==> src/rtl/mux_8_1_sched_pkg.sv <==
`default_nettype none
// ============================================================================
// mux_8_1_sched_pkg : shared types and helpers for the 8:1 round-robin mux
// Revision: 1.0
// ============================================================================
package mux_8_1_sched_pkg;

    localparam int NUM_REQ = 8;
    localparam int SEL_W   = 3;

    typedef enum logic [0:0] {
        IDLE = 1'b0,
        BUSY = 1'b1
    } state_e;

    // Relies on SEL_W-bit wrap-around: 7 + 1 -> 0
    function automatic logic [SEL_W-1:0] next_idx(input logic [SEL_W-1:0] idx);
        return idx + SEL_W'(1);
    endfunction

endpackage
`default_nettype wire

==> src/rtl/rr_pick_8.sv <==
`default_nettype none
// ============================================================================
// rr_pick_8 : combinational round-robin picker, ptr has highest priority
// Revision: 1.0
// ============================================================================
module rr_pick_8
    import mux_8_1_sched_pkg::*;
(
    input  logic [NUM_REQ-1:0] req,
    input  logic [SEL_W-1:0]   ptr,
    output logic [SEL_W-1:0]   idx,
    output logic               found
);

    logic [SEL_W-1:0] w_cand;

    assign found = |req;

    // Walk from the farthest offset back to ptr so the closest hit wins
    always_comb begin
        idx    = ptr;
        w_cand = '0;
        for (int i = NUM_REQ - 1; i >= 0; i--) begin
            w_cand = ptr + SEL_W'(i);
            if (req[w_cand]) begin
                idx = w_cand;
            end
        end
    end

endmodule
`default_nettype wire

==> src/rtl/mux_8_1_rr_sched.sv <==
`default_nettype none
// ============================================================================
// mux_8_1_rr_sched : 8-requester round-robin scheduler driving an 8:1 mux
// Revision: 1.0
// ============================================================================
module mux_8_1_rr_sched
    import mux_8_1_sched_pkg::*;
#(
    parameter int DATA_W    = 1,
    parameter int MAX_BURST = 4
) (
    input  logic                      clk,
    input  logic                      rst,
    input  logic [NUM_REQ-1:0]        req,
    input  logic [NUM_REQ*DATA_W-1:0] d_in,
    input  logic                      out_ready,
    output logic                      out_valid,
    output logic [DATA_W-1:0]         out_data,
    output logic [SEL_W-1:0]          out_sel,
    output logic [NUM_REQ-1:0]        grant
);

    localparam int               CNT_W  = $clog2(MAX_BURST + 1);
    localparam logic [CNT_W-1:0] c_LAST = CNT_W'(MAX_BURST - 1);

    state_e           state_q, state_d;
    logic [SEL_W-1:0] sel_q, sel_d;
    logic [SEL_W-1:0] ptr_q, ptr_d;
    logic [CNT_W-1:0] cnt_q, cnt_d;

    logic [SEL_W-1:0] w_pick_ptr;
    logic [SEL_W-1:0] w_pick_idx;
    logic             w_pick_found;
    logic             w_accept;
    logic             w_release;

    // While busy, arbitration only matters on release, where ptr becomes sel+1
    assign w_pick_ptr = (state_q == BUSY) ? next_idx(sel_q) : ptr_q;

    rr_pick_8 u_pick (
        .req   (req),
        .ptr   (w_pick_ptr),
        .idx   (w_pick_idx),
        .found (w_pick_found)
    );

    assign out_valid = (state_q == BUSY) && req[sel_q];
    assign out_data  = d_in[sel_q*DATA_W +: DATA_W];
    assign out_sel   = sel_q;
    assign grant     = (state_q == BUSY) ? (NUM_REQ'(1) << sel_q) : '0;

    assign w_accept  = out_valid && out_ready;
    assign w_release = (state_q == BUSY) &&
                       (!req[sel_q] || (w_accept && (cnt_q == c_LAST)));

    always_comb begin
        state_d = state_q;
        sel_d   = sel_q;
        ptr_d   = ptr_q;
        cnt_d   = cnt_q;
        case (state_q)
            IDLE: begin
                if (w_pick_found) begin
                    state_d = BUSY;
                    sel_d   = w_pick_idx;
                    cnt_d   = '0;
                end
            end
            BUSY: begin
                if (w_release) begin
                    ptr_d = next_idx(sel_q);
                    cnt_d = '0;
                    if (w_pick_found) begin
                        sel_d = w_pick_idx;
                    end else begin
                        state_d = IDLE;
                    end
                end else if (w_accept) begin
                    cnt_d = cnt_q + 1'b1;
                end
            end
            default: state_d = IDLE;
        endcase
    end

    always_ff @(posedge clk or posedge rst) begin
        if (rst) begin
            state_q <= IDLE;
            sel_q   <= '0;
            ptr_q   <= '0;
            cnt_q   <= '0;
        end else begin
            state_q <= state_d;
            sel_q   <= sel_d;
            ptr_q   <= ptr_d;
            cnt_q   <= cnt_d;
        end
    end

endmodule
`default_nettype wire

==> config.mk <==
export PLATFORM = sky130hd
export DESIGN_NAME = mux_8_1_rr_sched
export DESIGN_NICKNAME = d
export VERILOG_FILES = /design/src/rtl/mux_8_1_sched_pkg.sv /design/src/rtl/rr_pick_8.sv /design/src/rtl/mux_8_1_rr_sched.sv
export SDC_FILE = /design/constraint.sdc
export NUM_CORES = 1
export LEC_CHECK = 0
export ABC_AREA = 0
export BUFFER_PORTS_ARGS = -buffer_cell sky130_fd_sc_hd__buf_2
export CAP_MARGIN = 0
export CORE_MARGIN = 2
export CORE_UTILIZATION = 55
export DETAILED_ROUTE_END_ITERATION = 16
export HOLD_SLACK_MARGIN = 0.08
export PLACE_DENSITY = 0.83
export SETUP_SLACK_MARGIN = 0.2
export SLEW_MARGIN = 40
export SYNTH_ARGS = -nofsm -noshare
export SYNTH_HDL_FRONTEND = slang
export SYNTH_HIERARCHICAL = 1
export SYNTH_SLANG_ARGS = --single-unit
==> constraint.sdc <==
create_clock -name clk -period 9.8 [get_ports clk]
set_clock_uncertainty 0.2 [all_clocks]
set_input_delay 0 -clock clk [delete_from_list [all_inputs] [get_ports clk]]
set_output_delay 0 -clock clk [all_outputs]
set_load 0.02 [all_outputs]
* Word level (Yosys, flattened, before mapping)
Cells that the tools add are included.
** Storage, ports and cells
- Bits in registers :: 10
- Input bits :: 19
- Output and inout port bits :: 13
- Logic and storage cells :: 76
** Operators by class
- $add $sub $neg :: 9
- $lt $le $gt $ge :: 9
- Equal/unequal tests :: 4
- Shift-type cells :: 2
- Mux-type cells :: 38
- Bitwise gates (word level) :: 1
- Reduce and logical (&&, ||, !) cells :: 9
** Operator list (number)
- $mux W3 :: 14
- $lt A3 B4 Y1 const B :: 9
- $bmux W1 S3 :: 9
- $add A3 B3 Y3 const B :: 4
- $pmux W3 S2 :: 2
- $mux W1 :: 11
- $add A3 B1 Y3 const B :: 3
- $mux W8 :: 1
- $reduce_or A8 Y1 :: 1
- $shiftx A8 B4 Y1 :: 1
- $shl A1 B3 Y8 const A :: 1
- $add A3 B2 Y3 const B :: 2
- $logic_and A1 B1 Y1 :: 4
- $ne A2 B1 Y1 const B :: 2
- $reduce_and A2 Y1 :: 2
- $eq A3 B2 Y1 const B :: 1
- $ne A3 B1 Y1 const B :: 1
- $pmux W1 S2 :: 1
- $logic_not A1 Y1 :: 1
- $logic_or A1 B1 Y1 :: 1
- $not A1 Y1 :: 1

* Logic depth before layout (Yosys ltp)
- Depth after elaboration :: 16
- Depth in mapped cells :: 16

* Hierarchy
Netlist, hierarchy kept.
** By module, submodules not included
- rr_pick_8 :: instances 1, cells an instance 94, area an instance 874.6 um^2, sequential area each 0.0 um^2
- mux_8_1_rr_sched :: instances 1, cells an instance 77, area an instance 850.8 um^2, sequential area each 250.2 um^2

* Worst setup path after synthesis
Ideal clock, no wire load.
- Path type :: reg2reg
- Start point :: reg sel_q[0] (netlist: out_sel[0])
- End point :: reg sel_q[0] (netlist: out_sel[0])
- Library setup time :: 125 ps
- Data arrival time :: 3651 ps
- Data required time :: 9475 ps
- Path slack :: 5824 ps
- Cell stages (with the launch flop) :: 16
- Buffers on the path :: 4
- Clock period less this slack :: 3976 ps
- Path through :: dfrtp_1 > buf_6 > inv_1 > ha_1 > mux2_2 > buf_6 > clkbuf_1 > inv_1 > ha_1 > clkbuf_1 > mux4_2 > mux2i_1 > nor3b_1 > a2111oi_4 > o311ai_1 > mux2_2
** On the way
- Cells in the longest elaborated chain, start to end :: 16
- Elaborated cells between the ends (all ways) :: 45
** RTL lines
- start: declaration :: line mux_8_1_rr_sched.sv:27 : logic [SEL_W-1:0] sel_q, sel_d;
- start signal: assignment :: line mux_8_1_rr_sched.sv:94 : sel_q <= sel_d;
- $add A3 B1 Y3 * :: line mux_8_1_sched_pkg.sv:18 : return idx + SEL_W'(1);
- $mux W3 * :: line mux_8_1_rr_sched.sv:38 : assign w_pick_ptr = (state_q == BUSY) ? next_idx(sel_q) : ptr_q;
- via w_pick_ptr[1] :: line mux_8_1_rr_sched.sv:31 : logic [SEL_W-1:0] w_pick_ptr;
- $add A3 B3 Y3 :: line rr_pick_8.sv:24 : w_cand = ptr + SEL_W'(i);
- $bmux W1 S3 :: line rr_pick_8.sv:25 : if (req[w_cand]) begin
- $mux W1 (not written as such) :: line rr_pick_8.sv:25
- $mux W3 (7 in a row) :: line rr_pick_8.sv:25
- $mux W3 * :: line rr_pick_8.sv:25
- via w_pick_idx[0] :: line mux_8_1_rr_sched.sv:32 : logic [SEL_W-1:0] w_pick_idx;
- $mux W3 * :: line mux_8_1_rr_sched.sv:63, mux_8_1_rr_sched.sv:73
- $mux W3 :: line mux_8_1_rr_sched.sv:70 : if (w_release) begin
- $pmux W3 S2 * :: line mux_8_1_rr_sched.sv:61 : case (state_q)
The timed path passes the listed nets; every way through them passes the cells marked *. The select of a mux whose other input is x is not followed.
A chain may end at the register's enable or synchronous reset.

* Worst setup path after layout
Ends and elaborated chain as after synthesis.

==> impl_results.md <==
* Number of synthesized register bits at 10
* Crit-path cells: inv_1, ha_1, mux2_2, inv_1, ha_1, mux4_2, mux2i_1, nor3b_1, a2111oi_4, o311ai_1, mux2_2
* CTS tree: yes
* Initial DRC Count at 74
* Vias in the first global route at around 1400
* Global-route wire length before repair at just under 7000 um
* Slowest stage cell, crit path: dfrtp_1
* Relative slew slack at 0.643
* Die ar. at 3600 um^2
* Met1 Resource Use GR at 0.327
* CP required at 9760 ps
* Max Slew Vio Count at 0
* Port buffer count at 31
* Synth unique cells at 53
* Run status: finished, final reports clean
* Grt total ovfl at 0
* Startpoint types: flip-flop
* R2r setup slk at 5560 ps
* Die Y at 60.0 um
* Most frequent cells in the layout: 31 x buf_2, 16 x nand2_1, 15 x inv_1, 14 x mux2i_1
* Routed wire length at around 4200 um
* Clock Root Buffer: clkbuf_4
* Maxcap violations at 0
* Post-CTS Hold Buffers at 7
* Cell Area, Synth at ~1700 um^2
* I/O pin cnt at 32
* Ys flop type: dfrtp_1
* Setup TNS at 0 ps
* Die Width at roughly 60 um
* Rows at 20
* GRT met3 Usage at 0.0390
* Yosys top cell by area: dfrtp_1
* Fin crit share at 0.433
* Most common cell after layout, fill and taps aside: buf_2
* Initial Util at 0.570
* Synthesized net count at 200
* Initial antenna violation count at 0
* CTS resizes at 0
* Clock Sinks at 10
* CP endpoint kind: flip-flop
* GR peak layer: met2
* Path type of the worst min-delay path: flip-flop to flip-flop
* RSZ-0062 raised after global routing: false
* # fillers at 239
* CP peak stage delay at 680 ps
* CTS buffer count at 3
* Area Growth Syn to Fin at 15.2%
* Syn avg cell area at slightly above 10 um^2
* Post-synth top area share at 0.145
* Synth warn at 6
* Drt wl/cell at between 15 and 20 um
* Layout Nets at 235
* Maximum fanout along the worst path at 21
* DRT antenna net count at 0
* FMAX at around 240 MHz
* Vias/cell at roughly 6.2
* Drt drc at 0
* Clk buf depth at 2
* Layout cells sized above 1 at 0.332
* CP Buf/Inv Count at 2
* Post-CTS Setup Bufs at 0
* Register Area at ~250 um^2
* Area occupied by multi-input gates at around 1400 um^2
* Critical path class: flip-flop to flip-flop
* Routed via count at 1537
* H-tree depth at 1
* Post-layout min period at about 4200 ps
* DP Wirelength at around 3200 um
* Synth top area cells: dfrtp_1 15%, mux4_2 10%, mux2i_1 8.1%
* Sequential share of the synthesized area at 0.145
* DR pass1 iterations at 4
* Critical path's top delay family: multiplexers
* N_diodes at 0
* Final setup fails at 0
* Core footprint at slightly above 3000 um^2
* Final RePlAce weighted congestion at 0.914
* CP Data Arrival Time at ~4200 ps
* Worst skew pair latency at between 200 and 300 ps
* Worst-margin pin slew at roughly 530 ps
* GRT Util Overall at 0.256
* Syn Inst Count at 171
* CTS clk-pin slew, worst paths at approximately 70 ps
* Fin. Hold Viols at 0
* Synth async-reset ratio at 1.00
* Post-synth EDFFs at 0
* M2 GR Usage at 0.427
* Largest net degree at the start of global routing at 22
-- state kept, by name, indices dropped and copies added (netlist names) --
signal / flops
cnt_q: 3
out_sel: 3
ptr_q: 3
state_q: 1
-- logic make-up after synthesis --
kind of cell,after synthesis,share of synthesized area
AND/OR/NAND/NOR,50,0.150
multiplexers,39,0.347
AO/OA/AOI/OAI,34,0.191
buffers and inverters,25,0.0747
adder cells (fa/ha/maj),10,0.0725
flip-flops,10,0.145
XOR/XNOR,3,0.0196
-- final cells by class --
type / count / share of cell area
multi-input cells: 136 / 0.679
flip-flops and latches: 10 / 0.126
repair buffers: 40 / 0.121
inverters: 15 / 0.0283
well taps: 44 / 0.0277
clock buffers: 4 / 0.0183
-- per-layer routing --
layer | part of all wire | vias up
met1 | 0.41 | 754
met4 | 0.020 | 0
met2 | 0.52 | 54
met3 | 0.046 | 10
met5 | 0 | -
li1 | - | 719
-- Yosys cell counts, types with 2 or more instances --
cell type  count
a211oi_1       2
a21o_1         2
a21oi_1        4
a22o_1         2
a22oi_1        2
and2_1         2
and3_1         6
buf_6          4
clkbuf_1       4
dfrtp_1       10
ha_1          10
inv_1         15
mux2_2         9
mux2i_1       14
mux2i_4        2
mux4_1         4
mux4_2         8
nand2_1       16
nand4_1        3
nor2_1         9
nor2b_1        4
nor4_1         2
o211ai_1       2
o21ai_1        3
o22ai_1        4
-- per-stage QoR --
step | util | worst slack, ps | hold WS, ps | cells | area [um^2]
after floorplan | - | 5820 | -360 | 171 | 1730
after global placement | 0.621 | 5850 | -209 | 238 | 1880
after detailed placement | 0.621 | 5650 | -198 | 238 | 1880
after CTS | 0.657 | 5640 | 297 | 249 | 1990
after global routing | 0.657 | 5300 | 317 | 249 | 1990
final | 0.657 | 5560 | 291 | 249 | 1990
-- worst paths after layout --
| path | startpoint | cells after the start | to |
|---|---|---|---|
| setup / recovery | out_sel[0] | 11 | out_sel[0] |
| hold / removal | cnt_q[0] | 1 | cnt_q[0] |
| setup reg to reg | out_sel[0] | 11 | out_sel[0] |
| hold reg to reg | cnt_q[0] | 1 | cnt_q[0] |
| max in group asynchronous | rst | 4 | cnt_q[0] |
| min in group asynchronous | rst | 4 | ptr_q[1] |
Power is not shown: default switching activity piles up to over one toggle a cycle in this logic, so the estimate is an artifact.
